File: config.mk
export PLATFORM = sky130hd
export DESIGN_NAME = bram_addr_sequencer
export DESIGN_NICKNAME = d
export VERILOG_FILES = /design/src/rtl/bram_seq_pkg.sv /design/src/rtl/bram_valid_pipe.sv /design/src/rtl/bram_addr_sequencer.sv
export SDC_FILE = /design/constraint.sdc
export NUM_CORES = 1
export LEC_CHECK = 0
export ABC_AREA = 1
export BUFFER_PORTS_ARGS = -buffer_cell sky130_fd_sc_hd__buf_2
export CAP_MARGIN = 25
export CORE_ASPECT_RATIO = 1.25
export CORE_MARGIN = 2
export CORE_UTILIZATION = 35
export DETAILED_ROUTE_END_ITERATION = 10
export GPL_TIMING_DRIVEN = 0
export PLACE_DENSITY_LB_ADDON = 0.1
export REMOVE_ABC_BUFFERS = 1
export SYNTH_ARGS = -nofsm -noshare
export SYNTH_HDL_FRONTEND = slang
export SYNTH_SLANG_ARGS = --single-unit
File: constraint.sdc
create_clock -name clock -period 5.35 [get_ports clock]
set_clock_uncertainty 0.15 [all_clocks]
set_input_delay 1.07 -clock clock [delete_from_list [all_inputs] [get_ports clock]]
set_output_delay 1.07 -clock clock [all_outputs]
set_load 0.1 [all_outputs]
File: src/rtl/bram_seq_pkg.sv
// Shared definitions for the BRAM read-address sequencer.
// Holds the sequencer state encoding and the supported read-latency ceiling.
package bram_seq_pkg;

  typedef enum logic [1:0] {
    IDLE,
    RUN,
    DRAIN,
    DONE
  } seq_state_t;

  localparam int BRAM_SEQ_MAX_LAT = 4;

endpackage

File: src/rtl/bram_valid_pipe.sv
// DEPTH-deep single-bit delay line with asynchronous active-low clear.
// Used both to align valid with BRAM read data and to time the drain phase.
module bram_valid_pipe #(
  parameter int DEPTH = 1
) (
  input  logic clock,
  input  logic reset,
  input  logic d,
  output logic q
);

  logic [DEPTH-1:0] sr;

  generate
    if (DEPTH == 1) begin : g_single
      always_ff @(posedge clock or negedge reset) begin
        if (!reset) sr <= '0;
        else        sr <= d;
      end
    end else begin : g_multi
      always_ff @(posedge clock or negedge reset) begin
        if (!reset) sr <= '0;
        else        sr <= {sr[DEPTH-2:0], d};
      end
    end
  endgenerate

  assign q = sr[DEPTH-1];

endmodule

File: src/rtl/bram_addr_sequencer.sv
// BRAM read-address sequencer: walks [base_addr, last_addr] by stride, drives bram_en
// and a latency-aligned valid. Optional wrap-around mode is enabled by BRAM_SEQ_LOOP_EN.
module bram_addr_sequencer
  import bram_seq_pkg::*;
#(
  parameter int ADDR_W     = 10,
  parameter int RD_LATENCY = 1
) (
  input  logic              clock,
  input  logic              reset,
  input  logic              start,
  input  logic              stall,
  input  logic [ADDR_W-1:0] base_addr,
  input  logic [ADDR_W-1:0] last_addr,
  input  logic [ADDR_W-1:0] stride,
`ifdef BRAM_SEQ_LOOP_EN
  input  logic              loop,
`endif
  output logic [ADDR_W-1:0] address,
  output logic              bram_en,
  output logic              valid,
  output logic              busy,
  output logic              finish,
  output logic              done_pulse
);

  localparam int LAT = (RD_LATENCY < 1) ? 1 :
                       ((RD_LATENCY > BRAM_SEQ_MAX_LAT) ? BRAM_SEQ_MAX_LAT : RD_LATENCY);

  seq_state_t        state, state_nxt;
  logic [ADDR_W-1:0] last_q;
  logic [ADDR_W-1:0] stride_q;
  logic [ADDR_W:0]   addr_sum;
  logic              start_ok;
  logic              final_issue;
  logic              wrap;
  logic              enter_done;
  logic              drain_tap;
  logic              loop_req;

`ifdef BRAM_SEQ_LOOP_EN
  logic [ADDR_W-1:0] base_q;
  assign loop_req = loop;
`else
  assign loop_req = 1'b0;
`endif

  // One extra bit so a step past the top of the address space cannot wrap below last_q.
  assign addr_sum = {1'b0, address} + {1'b0, stride_q};
  assign busy     = (state == RUN) || (state == DRAIN);

  always_ff @(posedge clock or negedge reset) begin
    if (!reset) state <= IDLE;
    else        state <= state_nxt;
  end

  always_comb begin
    state_nxt   = state;
    bram_en     = 1'b0;
    start_ok    = 1'b0;
    final_issue = 1'b0;
    wrap        = 1'b0;
    enter_done  = 1'b0;
    case (state)
      IDLE, DONE: begin
        if (start) begin
          start_ok  = 1'b1;
          state_nxt = RUN;
        end
      end
      RUN: begin
        if (!stall) begin
          bram_en = 1'b1;
          if ((addr_sum > {1'b0, last_q}) || (address == last_q)) begin
            if (loop_req) begin
              wrap = 1'b1;
            end else begin
              final_issue = 1'b1;
              state_nxt   = DRAIN;
            end
          end
        end
      end
      DRAIN: begin
        if (drain_tap) begin
          enter_done = 1'b1;
          state_nxt  = DONE;
        end
      end
      default: state_nxt = IDLE;
    endcase
  end

  // Window registers, address counter and completion flags.
  always_ff @(posedge clock or negedge reset) begin
    if (!reset) begin
      last_q     <= '0;
      stride_q   <= '0;
      address    <= '0;
      finish     <= 1'b0;
      done_pulse <= 1'b0;
`ifdef BRAM_SEQ_LOOP_EN
      base_q     <= '0;
`endif
    end else begin
      done_pulse <= enter_done | wrap;
      if (start_ok) begin
        last_q   <= last_addr;
        stride_q <= (stride == '0) ? {{(ADDR_W-1){1'b0}}, 1'b1} : stride;
        address  <= base_addr;
        finish   <= 1'b0;
`ifdef BRAM_SEQ_LOOP_EN
        base_q   <= base_addr;
`endif
      end else begin
        if (bram_en && !final_issue) begin
`ifdef BRAM_SEQ_LOOP_EN
          if (wrap) address <= base_q;
          else      address <= addr_sum[ADDR_W-1:0];
`else
          address <= addr_sum[ADDR_W-1:0];
`endif
        end
        if (enter_done) finish <= 1'b1;
      end
    end
  end

  bram_valid_pipe #(.DEPTH(LAT)) u_valid_pipe (
    .clock (clock),
    .reset (reset),
    .d     (bram_en),
    .q     (valid)
  );

  // The final issue travels the same depth, so DRAIN ends exactly as the last word lands.
  bram_valid_pipe #(.DEPTH(LAT)) u_drain_pipe (
    .clock (clock),
    .reset (reset),
    .d     (final_issue),
    .q     (drain_tap)
  );

endmodule

==> results.toml <==
[synthesis]
synth_edf_count = 0
synth_most_common_cell = "nand2_1"
synthAdderAreaFrac = 0.1255
ys_ff_latch = 36
synthFlopType = "dfrtp_1"
synth_top_family_by_area = "simple AND/OR/NAND/NOR gates"
synth.largest_area_cell = "dfrtp_1"
synth_xor_area_frac = 0.05000
synth_area_um2 = 2452
yosys-top-cells-count = "nand2_1 (108), inv_1 (45), dfrtp_1 (36)"
yosysUniqueCellTypes = 31
synth_compound_area_frac = 0.09847
synth_area_leaders = "dfrtp_1 (37%), nand2_1 (17%), ha_1 (12%), inv_1 (6.9%), o21ai_0 (4.7%)"
seq_area_frac_synth = 0.3673
syn_area_per_cell_um2 = 7.664
synth_warnings = 0
synthCells = 320
synth_top_area_frac = 0.3673
synth-simple-area-share = 0.2684
ys_async_sr_fraction = 1.000
muxShareOfSynthArea = 0

[worst_setup_path]
critPathCaptureType = "flip-flop"
critical_path_class = "reg2reg"
startpoint = "address[0]$_DFFE_PN0P_"
rr_startpoint = "address[0]$_DFFE_PN0P_"
cp_data_arrival_time_ns = 3.62
start_kind = "flip-flop"
crit_path_end = "address[1]$_DFFE_PN0P_"
reg2reg_depth = 23
crit_required_ns = 5.42
r2r_end = "address[1]$_DFFE_PN0P_"
reg2reg_slack_ns = 1.80
cp_max_fo = 13

[sta]
period_share = 0.6629
setup_tns_ns = 0
rsz0062_at_grt = "no"
fmax_mhz = 282.0
slew_headroom = 0.4232
worst_pin_slew_ns = 0.8653
setup_viol = 0
final.min_clock_period_ns = 3.546
hold_viol = 0
drv_slew = 0

[final_layout]
fin_util = 0.4190
nets = 427
syn_to_final_growth_pct = 17.76
ff_latch_area_um2 = 900.9
antenna_cells = 0
nFillCells = 777
stdcell_count = 460
drive_gt1_frac = 0.1919
final_cell_area_um2 = 2888
multiInputGateArea_um2 = 1330

[global_routing]
grt_max_degree = 37
overflow = 0
grt_pass1_wl_um = 9867
grt_pass1_vias = 2135
grt_use_total = 0.1640
antenna_found_initial = 0

[placed_design]
portBuffers = 48
dpl.cell_count = 451
gp_congestion = 0.7635
place_hpwl_um = 4277
post_dp_cell_area_um2 = 2753

[floorplan]
rows = 34
core_um2 = 6892
dieArea_um2 = 7697
start_util = 0.3558
ios = 49
die_y_um = 97.59
die_w_um = 78.87

[clocking]
cts_htree_levels = 2
cts_sinks = 36
clock-root-buffer = "clkbuf_8"
hold_buffers = 0
clock_path_buffers = 2
clock_latency_ns = 0.30
cts_tree = "done"
clkTransAtPathRegs_ns = 0.08
cts.repair.resized = 0
cts_buffers = 5
cts_setup_buffers = 0

[drt]
post-route-drc-count = 0
drt-initial-drc-count = 92
via_per_inst = 4.520
drtAntennaViolNets = 0
routed_wl_um = 5686
vias = 2079
wl_per_cell_um = 12.36
drt_first_pass_iters = 4

[status]
status = "finished, final reports clean"

[hold_path]
hold_path_class = "reg2reg"

[flow_run]
drv_cap = 0
==> state kept, by name (all words and copies together) (netlist names) <==
signal,count
address,10
u_drain_pipe.q,1
stride_q,10
state,2
finish,1
done_pulse,1
u_valid_pipe.q,1
last_q,10
==> worst max-delay path: stages (launching register included) <==
cell and delay (ns):
dfrtp_1 0.41, ha_1 0.24, inv_1 0.07, fa_1 0.41
inv_1 0.07, nand3_1 0.07, nand2_1 0.11, nand2_1 0.07
nand2_2 0.08, xor2_1 0.20, ha_1 0.27, nand2_1 0.09
inv_1 0.04, a21oi_1 0.17, nand2_1 0.07, nand2_1 0.07
nand2_1 0.05, nand2_1 0.05, nand2_1 0.05, nand2_1 0.15
nand3_4 0.19, nand2_4 0.25, nand2_1 0.10, o21ai_2 0.06
==> worst min path at each step <==
stage / start / to / slack (ns) / cells after the start
5_1_grt: finish$_DFFE_PN0P_ / finish$_DFFE_PN0P_ / 0.38 / 2
3_3_place_gp: u_drain_pipe.q$_DFF_PN0_ / done_pulse$_DFF_PN0_ / 0.32 / 2
4_1_cts: u_drain_pipe.q$_DFF_PN0_ / done_pulse$_DFF_PN0_ / 0.34 / 2
2_1_floorplan: u_drain_pipe.q$_DFF_PN0_ / done_pulse$_DFF_PN0_ / 0.30 / 2
6_report: u_drain_pipe.q$_DFF_PN0_ / done_pulse$_DFF_PN0_ / 0.33 / 2
3_5_place_dp: u_drain_pipe.q$_DFF_PN0_ / done_pulse$_DFF_PN0_ / 0.32 / 2
==> layout make-up <==
cell class,instances,share of cell area
Clock buffer,6,0.02513
Timing Repair Buffer,49,0.09272
Multi-Input combinational cell,232,0.4606
Sequential cell,36,0.3120
Clock inverter,2,0.01213
Inverter,45,0.05849
Tap cell,90,0.03899
==> cells by family after synthesis <==
| logic type | Yosys count |
|---|---|
| AND/OR/NAND/NOR | 153 |
| XOR/XNOR | 14 |
| AO/OA/AOI/OAI | 41 |
| adder cells (fa/ha/maj) | 24 |
| buffers and inverters | 52 |
| flip-flops | 36 |
==> cells in the final DEF (no fill, tap or decap), types with 2 or more instances in the layout <==
cell type  netlist  routed
xnor2_1          8       8
dfrtp_1         36      36
inv_1           45      45
a21oi_2          2       2
or2_2            3       3
o21ai_0         23      23
clkbuf_8         1       5
o21ai_2          3       3
nand3_1         19      19
a21oi_1          8       8
nand2_1        108     108
ha_1            23      23
nor2_1          10      10
xor2_1           6       6
nand2_2          2       2
nand4_1          5       5
buf_2            1      48
==> metrics by stage <==
stage | setup WS [ns] | hold slack [ns]
5_1_grt | 1.467 | 0.3781
3_3_place_gp | 1.736 | 0.3160
2_1_floorplan | 1.592 | 0.2998
6_report | 1.804 | 0.3335
3_5_place_dp | 1.732 | 0.3200
4_1_cts | 1.707 | 0.3386
==> per-layer routing <==
metal / up-vias / track usage / share of wire
met5: - / 0 / 0
met4: 0 / 0.05172 / 0.017
met3: 9 / 0.03253 / 0.039
met2: 40 / 0.2827 / 0.49
met1: 916 / 0.2042 / 0.45
li1: 1114 / - / -
Power is not shown: default switching activity piles up to over one toggle a cycle in this logic, so the estimate is an artifact.
